--- config.mk ---
export PLATFORM = sky130hd
export DESIGN_NAME = alu_cmd_sequencer_flat
export DESIGN_NICKNAME = d
export VERILOG_FILES = /design/src/rtl/alu_cmd_sequencer_if.sv /design/src/rtl/alu_cmd_sequencer.sv /design/src/flat_wrapper.sv
export SDC_FILE = /design/constraint.sdc
export NUM_CORES = 1
export LEC_CHECK = 0
export BUFFER_PORTS_ARGS = -buffer_cell sky130_fd_sc_hd__clkbuf_2
export CAP_MARGIN = 25
export CORE_MARGIN = 2
export CORE_UTILIZATION = 57
export DETAILED_ROUTE_END_ITERATION = 16
export MAX_ROUTING_LAYER = met4
export PLACE_DENSITY = 0.79
export SLEW_MARGIN = 20
export SYNTH_ARGS = -nofsm -noshare
export SYNTH_HDL_FRONTEND = slang
export SYNTH_SLANG_ARGS = --single-unit
--- constraint.sdc ---
create_clock -name clk -period 2.6 [get_ports clk]
set_input_delay 0.13 -clock clk [delete_from_list [all_inputs] [get_ports clk]]
set_output_delay 0.13 -clock clk [all_outputs]
set_load 0.005 [all_outputs]
--- src/rtl/alu_cmd_sequencer_if.sv ---
// Command, ALU-drive and response signals of the ALU command sequencer.
// The sequencer uses the master modport. The command producer, the ALU and the
// response consumer together form the slave side.
interface alu_cmd_sequencer_if #(
  parameter int DATA_W = 8
);
  logic              cmd_valid;
  logic              cmd_ready;
  logic [2:0]        cmd_op;
  logic [DATA_W-1:0] cmd_a;
  logic [DATA_W-1:0] cmd_b;
  logic              cmd_chain;

  logic [DATA_W-1:0] alu_a;
  logic [DATA_W-1:0] alu_b;
  logic [2:0]        alu_sel;
  logic [DATA_W-1:0] alu_y;

  logic              rsp_valid;
  logic              rsp_ready;
  logic [DATA_W-1:0] rsp_data;
  logic [2:0]        rsp_op;

  modport master (
    input  cmd_valid, cmd_op, cmd_a, cmd_b, cmd_chain, alu_y, rsp_ready,
    output cmd_ready, alu_a, alu_b, alu_sel, rsp_valid, rsp_data, rsp_op
  );

  modport slave (
    output cmd_valid, cmd_op, cmd_a, cmd_b, cmd_chain, alu_y, rsp_ready,
    input  cmd_ready, alu_a, alu_b, alu_sel, rsp_valid, rsp_data, rsp_op
  );
endinterface

--- src/rtl/alu_cmd_sequencer.sv ---
// ALU command sequencer. It queues ALU commands, drives registered operands to
// an external combinational ALU, captures each result one cycle later, and
// returns the results over a valid/ready response channel.
//
// state | meaning
// IDLE  | no command in flight. ALU registers hold their last values.
// EXEC  | ALU inputs are stable. The result is captured on the next edge.
// RESP  | a result is offered on rsp_*. It is held until rsp_ready.
module alu_cmd_sequencer #(
  parameter int DATA_W = 8,
  parameter int DEPTH  = 4
) (
  input  logic                     clk,
  input  logic                     rst_n,
  alu_cmd_sequencer_if.master      bus,
  output logic                     busy,
  output logic [$clog2(DEPTH):0]   level
);

  localparam int AW = $clog2(DEPTH);
  localparam int LW = AW + 1;

  typedef enum logic [1:0] {IDLE, EXEC, RESP} state_t;

  state_t state, state_nxt;

  logic [2:0]        q_op    [DEPTH];
  logic [DATA_W-1:0] q_a     [DEPTH];
  logic [DATA_W-1:0] q_b     [DEPTH];
  logic              q_chain [DEPTH];

  logic [AW-1:0]     wr_ptr, rd_ptr;
  logic              full, empty, push, pop, capture, rsp_hs;
  logic [DATA_W-1:0] last_result, chain_src;

  assign full          = (level == LW'(DEPTH));
  assign empty         = (level == '0);
  assign bus.cmd_ready = !full;
  assign push          = bus.cmd_valid && !full;
  assign busy          = (state != IDLE) || !empty;

  // A back-to-back pop from RESP takes the result being handed off now, because
  // last_result is only updated on that same edge.
  assign chain_src = (state == RESP) ? bus.rsp_data : last_result;

  // State register
  always_ff @(posedge clk or negedge rst_n) begin
    if (!rst_n) state <= IDLE;
    else        state <= state_nxt;
  end

  // Next-state and per-cycle control strobes
  always_comb begin
    state_nxt = state;
    pop       = 1'b0;
    capture   = 1'b0;
    rsp_hs    = 1'b0;
    case (state)
      IDLE: begin
        if (!empty) begin
          pop       = 1'b1;
          state_nxt = EXEC;
        end
      end
      EXEC: begin
        capture   = 1'b1;
        state_nxt = RESP;
      end
      RESP: begin
        if (bus.rsp_ready) begin
          rsp_hs = 1'b1;
          if (!empty) begin
            pop       = 1'b1;
            state_nxt = EXEC;
          end else begin
            state_nxt = IDLE;
          end
        end
      end
      default: state_nxt = IDLE;
    endcase
  end

  // FIFO storage. It is not reset because reset clears the pointers and level.
  always_ff @(posedge clk) begin
    if (push) begin
      q_op[wr_ptr]    <= bus.cmd_op;
      q_a[wr_ptr]     <= bus.cmd_a;
      q_b[wr_ptr]     <= bus.cmd_b;
      q_chain[wr_ptr] <= bus.cmd_chain;
    end
  end

  // FIFO pointers and occupancy. The pointers wrap naturally at power-of-2 DEPTH.
  always_ff @(posedge clk or negedge rst_n) begin
    if (!rst_n) begin
      wr_ptr <= '0;
      rd_ptr <= '0;
      level  <= '0;
    end else begin
      if (push) wr_ptr <= wr_ptr + 1'b1;
      if (pop)  rd_ptr <= rd_ptr + 1'b1;
      case ({push, pop})
        2'b10:   level <= level + 1'b1;
        2'b01:   level <= level - 1'b1;
        default: level <= level;
      endcase
    end
  end

  // Load the ALU operand registers from the FIFO head on every pop
  always_ff @(posedge clk or negedge rst_n) begin
    if (!rst_n) begin
      bus.alu_a   <= '0;
      bus.alu_b   <= '0;
      bus.alu_sel <= '0;
    end else if (pop) begin
      bus.alu_a   <= q_chain[rd_ptr] ? chain_src : q_a[rd_ptr];
      bus.alu_b   <= q_b[rd_ptr];
      bus.alu_sel <= q_op[rd_ptr];
    end
  end

  // Capture the ALU result, hold it until handshake, and remember the last accepted result
  always_ff @(posedge clk or negedge rst_n) begin
    if (!rst_n) begin
      bus.rsp_valid <= 1'b0;
      bus.rsp_data  <= '0;
      bus.rsp_op    <= '0;
      last_result   <= '0;
    end else begin
      if (capture) begin
        bus.rsp_valid <= 1'b1;
        bus.rsp_data  <= bus.alu_y;
        bus.rsp_op    <= bus.alu_sel;
      end else if (rsp_hs) begin
        bus.rsp_valid <= 1'b0;
      end
      if (rsp_hs) last_result <= bus.rsp_data;
    end
  end

endmodule
--- src/flat_wrapper.sv ---
// flat-port wrapper written by rule: the top's interface ports become plain ports
module alu_cmd_sequencer_flat 
#(
  parameter int DATA_W = 8,
  parameter int DEPTH  = 4
)
  (clk, rst_n, busy, level, bus_cmd_valid, bus_cmd_op, bus_cmd_a, bus_cmd_b, bus_cmd_chain, bus_alu_y, bus_rsp_ready, bus_cmd_ready, bus_alu_a, bus_alu_b, bus_alu_sel, bus_rsp_valid, bus_rsp_data, bus_rsp_op);
  alu_cmd_sequencer_if #(.DATA_W(DATA_W)) bus_i ();
  input  logic clk;
  input  logic rst_n;
  output logic busy;
  output logic [$clog2(DEPTH):0] level;
  input wire logic [$bits(bus_i.cmd_valid)-1:0] bus_cmd_valid;
  input wire logic [$bits(bus_i.cmd_op)-1:0] bus_cmd_op;
  input wire logic [$bits(bus_i.cmd_a)-1:0] bus_cmd_a;
  input wire logic [$bits(bus_i.cmd_b)-1:0] bus_cmd_b;
  input wire logic [$bits(bus_i.cmd_chain)-1:0] bus_cmd_chain;
  input wire logic [$bits(bus_i.alu_y)-1:0] bus_alu_y;
  input wire logic [$bits(bus_i.rsp_ready)-1:0] bus_rsp_ready;
  output wire logic [$bits(bus_i.cmd_ready)-1:0] bus_cmd_ready;
  output wire logic [$bits(bus_i.alu_a)-1:0] bus_alu_a;
  output wire logic [$bits(bus_i.alu_b)-1:0] bus_alu_b;
  output wire logic [$bits(bus_i.alu_sel)-1:0] bus_alu_sel;
  output wire logic [$bits(bus_i.rsp_valid)-1:0] bus_rsp_valid;
  output wire logic [$bits(bus_i.rsp_data)-1:0] bus_rsp_data;
  output wire logic [$bits(bus_i.rsp_op)-1:0] bus_rsp_op;
  assign bus_i.cmd_valid = bus_cmd_valid;
  assign bus_i.cmd_op = bus_cmd_op;
  assign bus_i.cmd_a = bus_cmd_a;
  assign bus_i.cmd_b = bus_cmd_b;
  assign bus_i.cmd_chain = bus_cmd_chain;
  assign bus_i.alu_y = bus_alu_y;
  assign bus_i.rsp_ready = bus_rsp_ready;
  assign bus_cmd_ready = bus_i.cmd_ready;
  assign bus_alu_a = bus_i.alu_a;
  assign bus_alu_b = bus_i.alu_b;
  assign bus_alu_sel = bus_i.alu_sel;
  assign bus_rsp_valid = bus_i.rsp_valid;
  assign bus_rsp_data = bus_i.rsp_data;
  assign bus_rsp_op = bus_i.rsp_op;
  alu_cmd_sequencer #(.DATA_W(DATA_W), .DEPTH(DEPTH)) u_core (.clk(clk), .rst_n(rst_n), .bus(bus_i), .busy(busy), .level(level));
endmodule
[Word level (Yosys, flattened, before mapping)]
Memory sizes are Yosys's and may differ from the RTL's. A register that Yosys moved wholly into a read port is not among the register bits.
Index checks and enable logic that the tools add are counted.
Storage, ports and cells
  register bits: 37
  RAM bits: 80
  input bits: 32
  output and inout port bits: 36
  logic and storage cells: 53
  memories: 4
Cells by class
  add/subtract/negate cells: 4
  equal/unequal tests: 7
  multiplexer cells: 17
  reductions and logical operators: 12
Memories
  u_core.q_a: depth 4, bits a word 8, read ports 1, clocked after Yosys merged registers in 0, write ports 1, RTL line alu_cmd_sequencer.sv:28  | logic [DATA_W-1:0] q_a [DEPTH];
  u_core.q_b: depth 4, bits a word 8, read ports 1, clocked after Yosys merged registers in 1, write ports 1, RTL line alu_cmd_sequencer.sv:29  | logic [DATA_W-1:0] q_b [DEPTH];
  u_core.q_op: depth 4, bits a word 3, read ports 1, clocked after Yosys merged registers in 1, write ports 1, RTL line alu_cmd_sequencer.sv:27  | logic [2:0] q_op [DEPTH];
  u_core.q_chain: depth 4, bits a word 1, read ports 1, clocked after Yosys merged registers in 0, write ports 1, RTL line alu_cmd_sequencer.sv:30  | logic q_chain [DEPTH];
Operators with widths (count)
  $mux W8: 2
  $mux W1: 10
  $pmux W2 S3: 1
  $pmux W3 S2: 1
  $reduce_bool A2 Y1: 3
  $add A2 B1 Y2 const B: 2
  $eq A2 B1 Y1 const B: 2
  $eq A2 B2 Y1 const B: 2
  $logic_not A1 Y1: 4
  $mux W2: 2
  $ne A2 B2 Y1 const B: 2
  $add A3 B1 Y3 const B: 1
  $eq A3 B3 Y1 const B: 1
  $logic_not A3 Y1: 1
  $sub A3 B1 Y3 const B: 1
  $logic_not A2 Y1: 1
  $pmux W1 S2: 1
  $reduce_and A2 Y1: 1
  $logic_and A1 B1 Y1: 1
  $logic_or A1 B1 Y1: 1

[Depth between registers and ports, before layout]
Gate-level depths: netlist of run 1.
  depth in word-level cells: 6
  depth in mapped cells: 10
  mapped depth without buffers: 10

[Worst setup path before layout of run 1]
OpenSTA, ideal clock, no wires.
  kind: register to register
  start point: reg u_core.state[1]
  end point: reg u_core.level[2]
  library setup time: 79 ps
  arrival: 2089 ps
  data required time: 2521 ps
  path slack: 431 ps
  stages on the path, launching flop included: 11
  path buffers: 1
  period minus slack after synthesis: 2169 ps
  cell sequence: dfrtp_1 > nor2b_1 > or3_1 > inv_1 > buf_2 > ha_1 > inv_1 > fa_1 > xor2_1 > nor2_1 > xor2_1
On the way
  cells in the longest elaborated chain, start to end: 4
  elaborated cells between the ends (all ways): 7
  those cells by class: 3 x eq/ne; 2 x mux; 2 x reduce/logical
Ends and longest elaborated chain
  start, declared: RTL line alu_cmd_sequencer.sv:25  | state_t state, state_nxt;
  start signal, assigned: RTL line alu_cmd_sequencer.sv:49  | else state <= state_nxt;
  $eq A2 B2 Y1 or $logic_not A2 Y1 (tied branches): RTL line alu_cmd_sequencer.sv:58  | case (state)
  $pmux W1 S2 *: RTL line alu_cmd_sequencer.sv:58
  named net u_core.pop: RTL line alu_cmd_sequencer.sv:33  | logic full, empty, push, pop, capture, rsp_hs;
  $eq A2 B1 Y1 or $eq A2 B2 Y1 (tied branches): RTL line alu_cmd_sequencer.sv:103  | case ({push, pop})
  $pmux W3 S2 or $reduce_bool A2 Y1 (tied branches)
  end signal, assigned: RTL line alu_cmd_sequencer.sv:104  | 2'b10: level <= level + 1'b1;
  end signal, assigned: RTL line alu_cmd_sequencer.sv:105  | 2'b01: level <= level - 1'b1;
  end signal, assigned: RTL line alu_cmd_sequencer.sv:106  | default: level <= level;
  end, declared: RTL line alu_cmd_sequencer.sv:17  | output logic [$clog2(DEPTH):0] level
The timed path passes the listed nets; every way through them passes the cells marked *.
A chain may end at the register's enable or synchronous reset.

[Worst setup path after layout of run 1]
  start point: reg u_core.level[0]
  end point: reg u_core.level[2]
On the way
  cells in the longest elaborated chain, start to end: 6
  elaborated cells between the ends (all ways): 13
  those cells by class: 2 x add/sub; 3 x eq/ne; 4 x mux; 4 x reduce/logical
Ends and longest elaborated chain
  $logic_not A3 Y1: RTL line alu_cmd_sequencer.sv:37  | assign empty = (level == '0);
  $mux W1: RTL line alu_cmd_sequencer.sv:60, alu_cmd_sequencer.sv:72
  $mux W1: RTL line alu_cmd_sequencer.sv:70  | if (bus.rsp_ready) begin
  $pmux W1 S2: RTL line alu_cmd_sequencer.sv:58
  $eq A2 B1 Y1 or $eq A2 B2 Y1 (tied branches): RTL line alu_cmd_sequencer.sv:103
  $pmux W3 S2 or $reduce_bool A2 Y1 (tied branches)
Parallel ways exist; a longest one is shown, timed or not.

==> results_dict.tcl, run 1 <==
set metrics [dict create \
    status "finished, final reports clean" \
    cts_tree "built" \
    dp_hpwl_um 5660 \
    fin_crit_ns 2.15 \
    clk_transition_reported_paths_ns 0.06 \
    postCtsResizedCells 0 \
    holdPathStages 3 \
    total_power_mw 8.20 \
    synth_area_leaders "edfxtp_1 48%, dfrtp_1 24%, mux4_2 9.0%" \
    fin_crit_sh_pct 82.6 \
    yosysMostFrequentCell "edfxtp_1" \
    grtUsageTotal_pct 22.4 \
    synth_commonest_cells "80 x edfxtp_1, 48 x dfrtp_1, 43 x nand2_1" \
    fillers 508 \
    fmax_mhz 466 \
    critPathLaunchType "register" \
    cap_viol_max_count 0 \
    setup_viol 0 \
    cp_cell_sequence "inv_1, nand3_1, and2_1, inv_1, ha_1, inv_1, fa_1, xor2_1, nor2_1, xor2_1" \
    reg2reg_setup_slack_ns 0.45 \
    ys_ff_latch 128 \
    finalHoldViolCount 0 \
    fin_nets 438 \
    firstDrtPassIters 4 \
    h-tree-depth 4 \
    yosysWarnings 0 \
    drtIter0Drc 112 \
    async_flop_share_pct 37.5 \
    synth_top_area_share_pct 48.1 \
    dpl_cell_area_sq_um 5490 \
    holdPathEnd "u_core.wr_ptr[0]" \
    synthCells 284 \
    reg2regPathDepth 10 \
    p_per_area_nw_per_um2 1280 \
    drtAntennaViolNets 0 \
    path_common_cell "inv_1" \
    synthFlopType "edfxtp_1" \
    clock_latency_ns 0.51 \
    overflow 0 \
    grt_pass1_wl_um 15400 \
    antenna_found_initial 0 \
    diodes 0 \
    rr_startpoint "u_core.level[0]" \
    path_max_fanout 6 \
    ff_latch_area_sq_um 3600 \
    tightest_slew_ns 0.886 \
    via_count 2808 \
    synth_area_sq_um 4990 \
    final_area_sq_um 6420 \
    finClkSkew_ns 0.0117 \
    drt_wl_total_um 9370 \
    worst_ep_required_time_ns 3.04 \
    core.rowCount 34 \
    yosysTopAreaCell "edfxtp_1" \
    synth_edf_count 80 \
    slew_headroom_pct 40.9 \
    fp.dieArea_sq_um 9520 \
    numClockSinks 128 \
    rsz0062_at_grt "false" \
    worst_ir_drop_vdd_uv 603 \
    hold_class "input port to register" \
    drc 0 \
    synth_nets 322 \
    wl_per_cell_um 18.0 \
    crit_type "register to register" \
    start_util_pct 58.1 \
    cts_root_buf "clkbuf_8" \
    viasPerCell 5.39 \
    cp.arrival_ns 2.58 \
    yosysSeqAreaShare_pct 72.2 \
    syn_to_final_growth_pct 28.7 \
    io_pins 68 \
    clockBufferDepth 2 \
    reg2reg_to "u_core.level[2]" \
    yosysUniqueCellTypes 25 \
    port_buffers 67 \
    post-cts-setup-buffers 0 \
    post-route-util_pct 74.8 \
    layout_setup_ws_ns 0.453 \
    endpoint_kind "register" \
    drv_slew 0 \
    min_from "bus_cmd_valid" \
    drive_gt1_share_pct 38.5 \
    fp.dieW_um 97.6 \
    critPathMaxStageDelay_ns 0.41 \
    core_area_sq_um 8590 \
    cp_slowest_cell "dfrtp_1" \
    grt_max_degree 40 \
    place_congestion 0.745 \
    cts_buffers 17 \
    place_ws_ns 0.499 \
    multiInputGateArea_sq_um 1290 \
    postSynthAreaPerCell_sq_um 17.6 \
    grt_pass1_vias 3133 \
    die_h_um 97.6 \
    fin_tns_setup_ns 0 \
    p_leak_nw 2.66 \
]
==> registers in the layout (all words and copies together), names as in the netlist <==
register and count:
u_core.bus.alu_a 8, u_core.bus.alu_b 8, u_core.bus.alu_sel 3, u_core.bus.rsp_data 8, u_core.bus.rsp_op 3, u_core.bus.rsp_valid 1, u_core.last_result 8, u_core.level 3
u_core.q_a 32, u_core.q_b 32, u_core.q_chain 4, u_core.q_op 12, u_core.rd_ptr 2, u_core.state 2, u_core.wr_ptr 2
==> layout make-up <==
class / instances / area share (%)
multi-input combinational: 136 / 20.1
clock inverter: 15 / 3.39
clock buffer: 17 / 6.45
tap: 108 / 2.10
sequential: 128 / 56.1
inverter: 9 / 0.526
timing repair buffer: 108 / 11.4
==> per-stage QoR <==
stage	std cells	hold WS (ns)
4_1_cts	521	0.0852
3_3_place_gp	459	0.330
2_1_floorplan	284	-0.166
6_report	521	0.106
3_5_place_dp	459	0.345
5_1_grt	521	0.112
==> what timing repair did <==
item                                    CTS  global route
hold endpoints to repair                127             0
hold buffers                             30             0
endpoints found under the setup margin    0             0
==> routing by layer <==
layer / part of all wire [%] / global-route usage (%) / up-vias
li1: - / - / 1288
met3: 4.0 / 6.33 / 10
met2: 53 / 37.1 / 65
met4: 1.3 / 8.87 / 0
met5: 0 / - / -
met1: 42 / 26.1 / 1445
==> power by group <==
part           internal [mW]  switching [mW]  total, mW  leakage (nW)
Combinational           1.25            1.22       2.48          1.05
Sequential              2.84           0.355       3.20          1.31
Clock                   1.59           0.932       2.52         0.308
Total                   5.69            2.51       8.20          2.66
==> cell families after synthesis <==
group,share of synthesized area [%]
DFF,72.2
AOI/OAI and AO/OA,1.40
adders and majority gates,1.65
buffers and inverters,1.96
xor gates and xnor gates,1.05
muxes,16.9
and+or+nand+nor,4.79
==> worst max-delay path by stage <==
stage / startpoint / endpoint / slack (ns) / depth (start not counted)
floorplan: u_core.state[1] / u_core.level[2] / 0.43 / 10
global placement: u_core.state[1] / u_core.level[2] / 0.60 / 9
detailed placement: u_core.level[0] / u_core.level[2] / 0.50 / 10
CTS: u_core.level[0] / u_core.level[2] / 0.46 / 10
global route: u_core.level[0] / u_core.level[2] / 0.29 / 10
finish: u_core.level[0] / u_core.level[2] / 0.45 / 10
==> critical path, delay by kind of cell, from the launching register on <==
kind / cells / cell delay, ns
and+or+nand+nor: 3 / 0.57
DFF: 1 / 0.41
buffers and inverters: 3 / 0.26
adders and majority gates: 2 / 0.55
xor gates and xnor gates: 2 / 0.29
==> cells in the final DEF, fill, tap and decap left out, types with 4 or more instances in the layout <==
master,Yosys,routed
and3_1,4,4
buf_4,1,10
bufinv_16,0,4
clkbuf_16,0,16
clkbuf_2,0,66
dfrtp_1,48,48
dlygate4sd3_1,0,30
edfxtp_1,80,80
ha_1,5,5
inv_1,9,9
inv_6,0,9
mux2_2,27,27
mux2i_1,9,9
mux4_2,20,20
nand2_1,43,43
o21ai_0,7,7
xnor2_1,4,4
Power figures use the tool's default switching activity.
==> run 2: changes to the inputs <==
==> constraint.sdc (replaced) <==
create_clock -name clk -period 2.2 [get_ports clk]
set_input_delay 0.11 -clock clk [delete_from_list [all_inputs] [get_ports clk]]
set_output_delay 0.11 -clock clk [all_outputs]
set_load 0.005 [all_outputs]
==> run 2 against run 1 <==
  * Clock power grew 17%
  * First-iteration DRC count grew 6.3%
  * Non-clock buffer count rose by 3
  * Highest routed layer unchanged
==> results_dict.tcl, run 2 (same netlist as run 1, synthesis figures left out) <==
set metrics [dict create \
    status "finished, final reports clean" \
    wl_met2_um 5030 \
    die_h_um 97.6 \
    syn_to_final_growth_pct 29.9 \
    fin_crit_ns 2.09 \
    clock_latency_ns 0.51 \
    cp_cell_sequence "nor3_1, or3_1, inv_2, ha_2, inv_1, fa_1, xor2_1, nor2_1, xor2_1" \
    critPathLaunch "u_core.level[0]" \
    top_regs "u_core.q_a (32), u_core.q_b (32), u_core.q_op (12)" \
    rr_startpoint "u_core.level[0]" \
    drtIter0Drc 119 \
    grtUsageTotal_pct 22.0 \
    antenna_found_initial 0 \
    worst_ir_drop_vdd_uv 785 \
    drt-met1-wl_um 4020 \
    viasPerCell 5.28 \
    mostFrequentLayoutCells "80 x edfxtp_1, 67 x clkbuf_2, 48 x dfrtp_1" \
    instances_no_fill 524 \
    wl_met3_um 344 \
    fmax_mhz 478 \
    hold_class "input port to register" \
    top_layer "met4" \
    place_ws_ns 0.119 \
    multiInputGateArea_sq_um 1300 \
    clockBufferDepth 2 \
    p_leak_nw 2.67 \
    critPathTopFamily "simple AND/OR/NAND/NOR gates" \
    fp.dieW_um 97.6 \
    io_pins 68 \
    cts_root_buf "clkbuf_8" \
    path_max_fanout 4 \
    grt_pass1_vias 2948 \
    ff_latch_area_sq_um 3600 \
    crit_type "register to register" \
    numClockSinks 128 \
    fin_nets 441 \
    wl_per_cell_um 18.1 \
    clk_transition_reported_paths_ns 0.06 \
    overflow 0 \
    endpoint_kind "register" \
    final_common_cell "edfxtp_1" \
    p_per_area_nw_per_um2 1500 \
    switchingPower_mw 2.91 \
    path_buf_inv 2 \
    finalHoldViolCount 0 \
    port_buffers 67 \
    min_from "bus_cmd_valid" \
    tightest_slew_ns 0.576 \
    slew_headroom_pct 61.6 \
    grt_pass1_wl_um 15200 \
    pwr-share-comb_pct 31.1 \
    internal_power_mw 6.84 \
    drc 0 \
    fp.dieArea_sq_um 9520 \
    place_congestion 0.711 \
    fillers 493 \
    grt_max_degree 30 \
    start_util_pct 58.1 \
    place_inst 457 \
    critPathMaxStageDelay_ns 0.40 \
    drv_slew 0 \
    fin_tns_setup_ns 0 \
    cap_viol_max_count 0 \
    core_area_sq_um 8590 \
    setup_viol 0 \
    drt_wl_total_um 9510 \
    via_count 2769 \
    drive_gt1_share_pct 39.7 \
    cts_buffers 17 \
    finClkSkew_ns 0.00902 \
    h-tree-depth 4 \
    cts_tree "built" \
    drtAntennaViolNets 0 \
    cp.arrival_ns 2.52 \
    layout_setup_ws_ns 0.110 \
    dp_hpwl_um 5620 \
    firstDrtPassIters 5 \
    diodes 0 \
    path_common_cell "xor2_1" \
    cp_slowest_cell "dfrtp_1" \
    critPathLaunchType "register" \
    worst_ep_required_time_ns 2.63 \
    seqPwrFrac_pct 38.6 \
    p_clk_share_pct 30.3 \
    switching_share_pct 29.9 \
    fin_crit_sh_pct 95.0 \
    core.rowCount 34 \
]
==> run 2: worst reg2reg max path, delay by kind of cell (launching register included) <==
kind / cells / cell delay [ns]
buf+inv: 2 / 0.14
xor+xnor: 2 / 0.31
simple gates: 3 / 0.62
fa+ha+maj: 2 / 0.56
flops: 1 / 0.40
==> run 2: final timing paths <==
check | end | slack [ns] | depth (start not counted)
setup / recovery | u_core.level[2] | 0.11 | 9
hold / removal | u_core.wr_ptr[0] | 0.007 | 3
setup reg to reg | u_core.level[2] | 0.11 | 9
hold reg to reg | u_core.bus.rsp_valid | 0.48 | 1
max in group asynchronous | u_core.state[0] | 1.45 | 3
min in group asynchronous | u_core.bus.rsp_data[4] | 0.11 | 2
==> run 2: repair_timing <==
action                                  4_1_cts  5_1_grt
hold buffers                                 30        0
endpoints found under the setup margin        0        1
hold endpoints to repair                    119        0
resized for setup                             0        4
buffers inserted                              0        2
==> run 2: cell type report <==
cell class              count  share of cell area, %
multi-input cells         136                   20.1
inverters                   9                  0.521
flip-flops and latches    128                   55.6
repair buffers            111                   12.0
well taps                 108                   2.09
clock buffers              17                   6.39
clock inverters            15                   3.36
==> run 2: power by group through the flow <==
stage	Clock, mW	Combinational (mW)	Sequential (mW)
6_report	2.96	3.03	3.76
5_1_grt	3.09	3.35	3.85
4_1_cts	2.99	2.96	3.78
3_5_place_dp	0	2.85	3.82
3_3_place_gp	0	2.77	3.76
2_1_floorplan	0	2.00	3.72
==> run 2: through the flow <==
stage | util (%) | hold WS, ns | power (mW) | instance area (sq um)
2_1_floorplan | - | -0.186 | 5.73 | 4990
3_3_place_gp | 63.6 | 0.0989 | 6.53 | 5460
3_5_place_dp | 63.6 | 0.102 | 6.67 | 5460
4_1_cts | 74.4 | 0.0489 | 9.73 | 6400
5_1_grt | 75.4 | 0.00937 | 10.3 | 6480
6_report | 75.4 | 0.00662 | 9.75 | 6480
==> run 2: routing by layer <==
layer / up-vias / global-route usage (%)
li1: 1295 / -
met1: 1393 / 27.0
met2: 71 / 35.4
met3: 10 / 6.04
met4: 0 / 8.44
met5: - / -
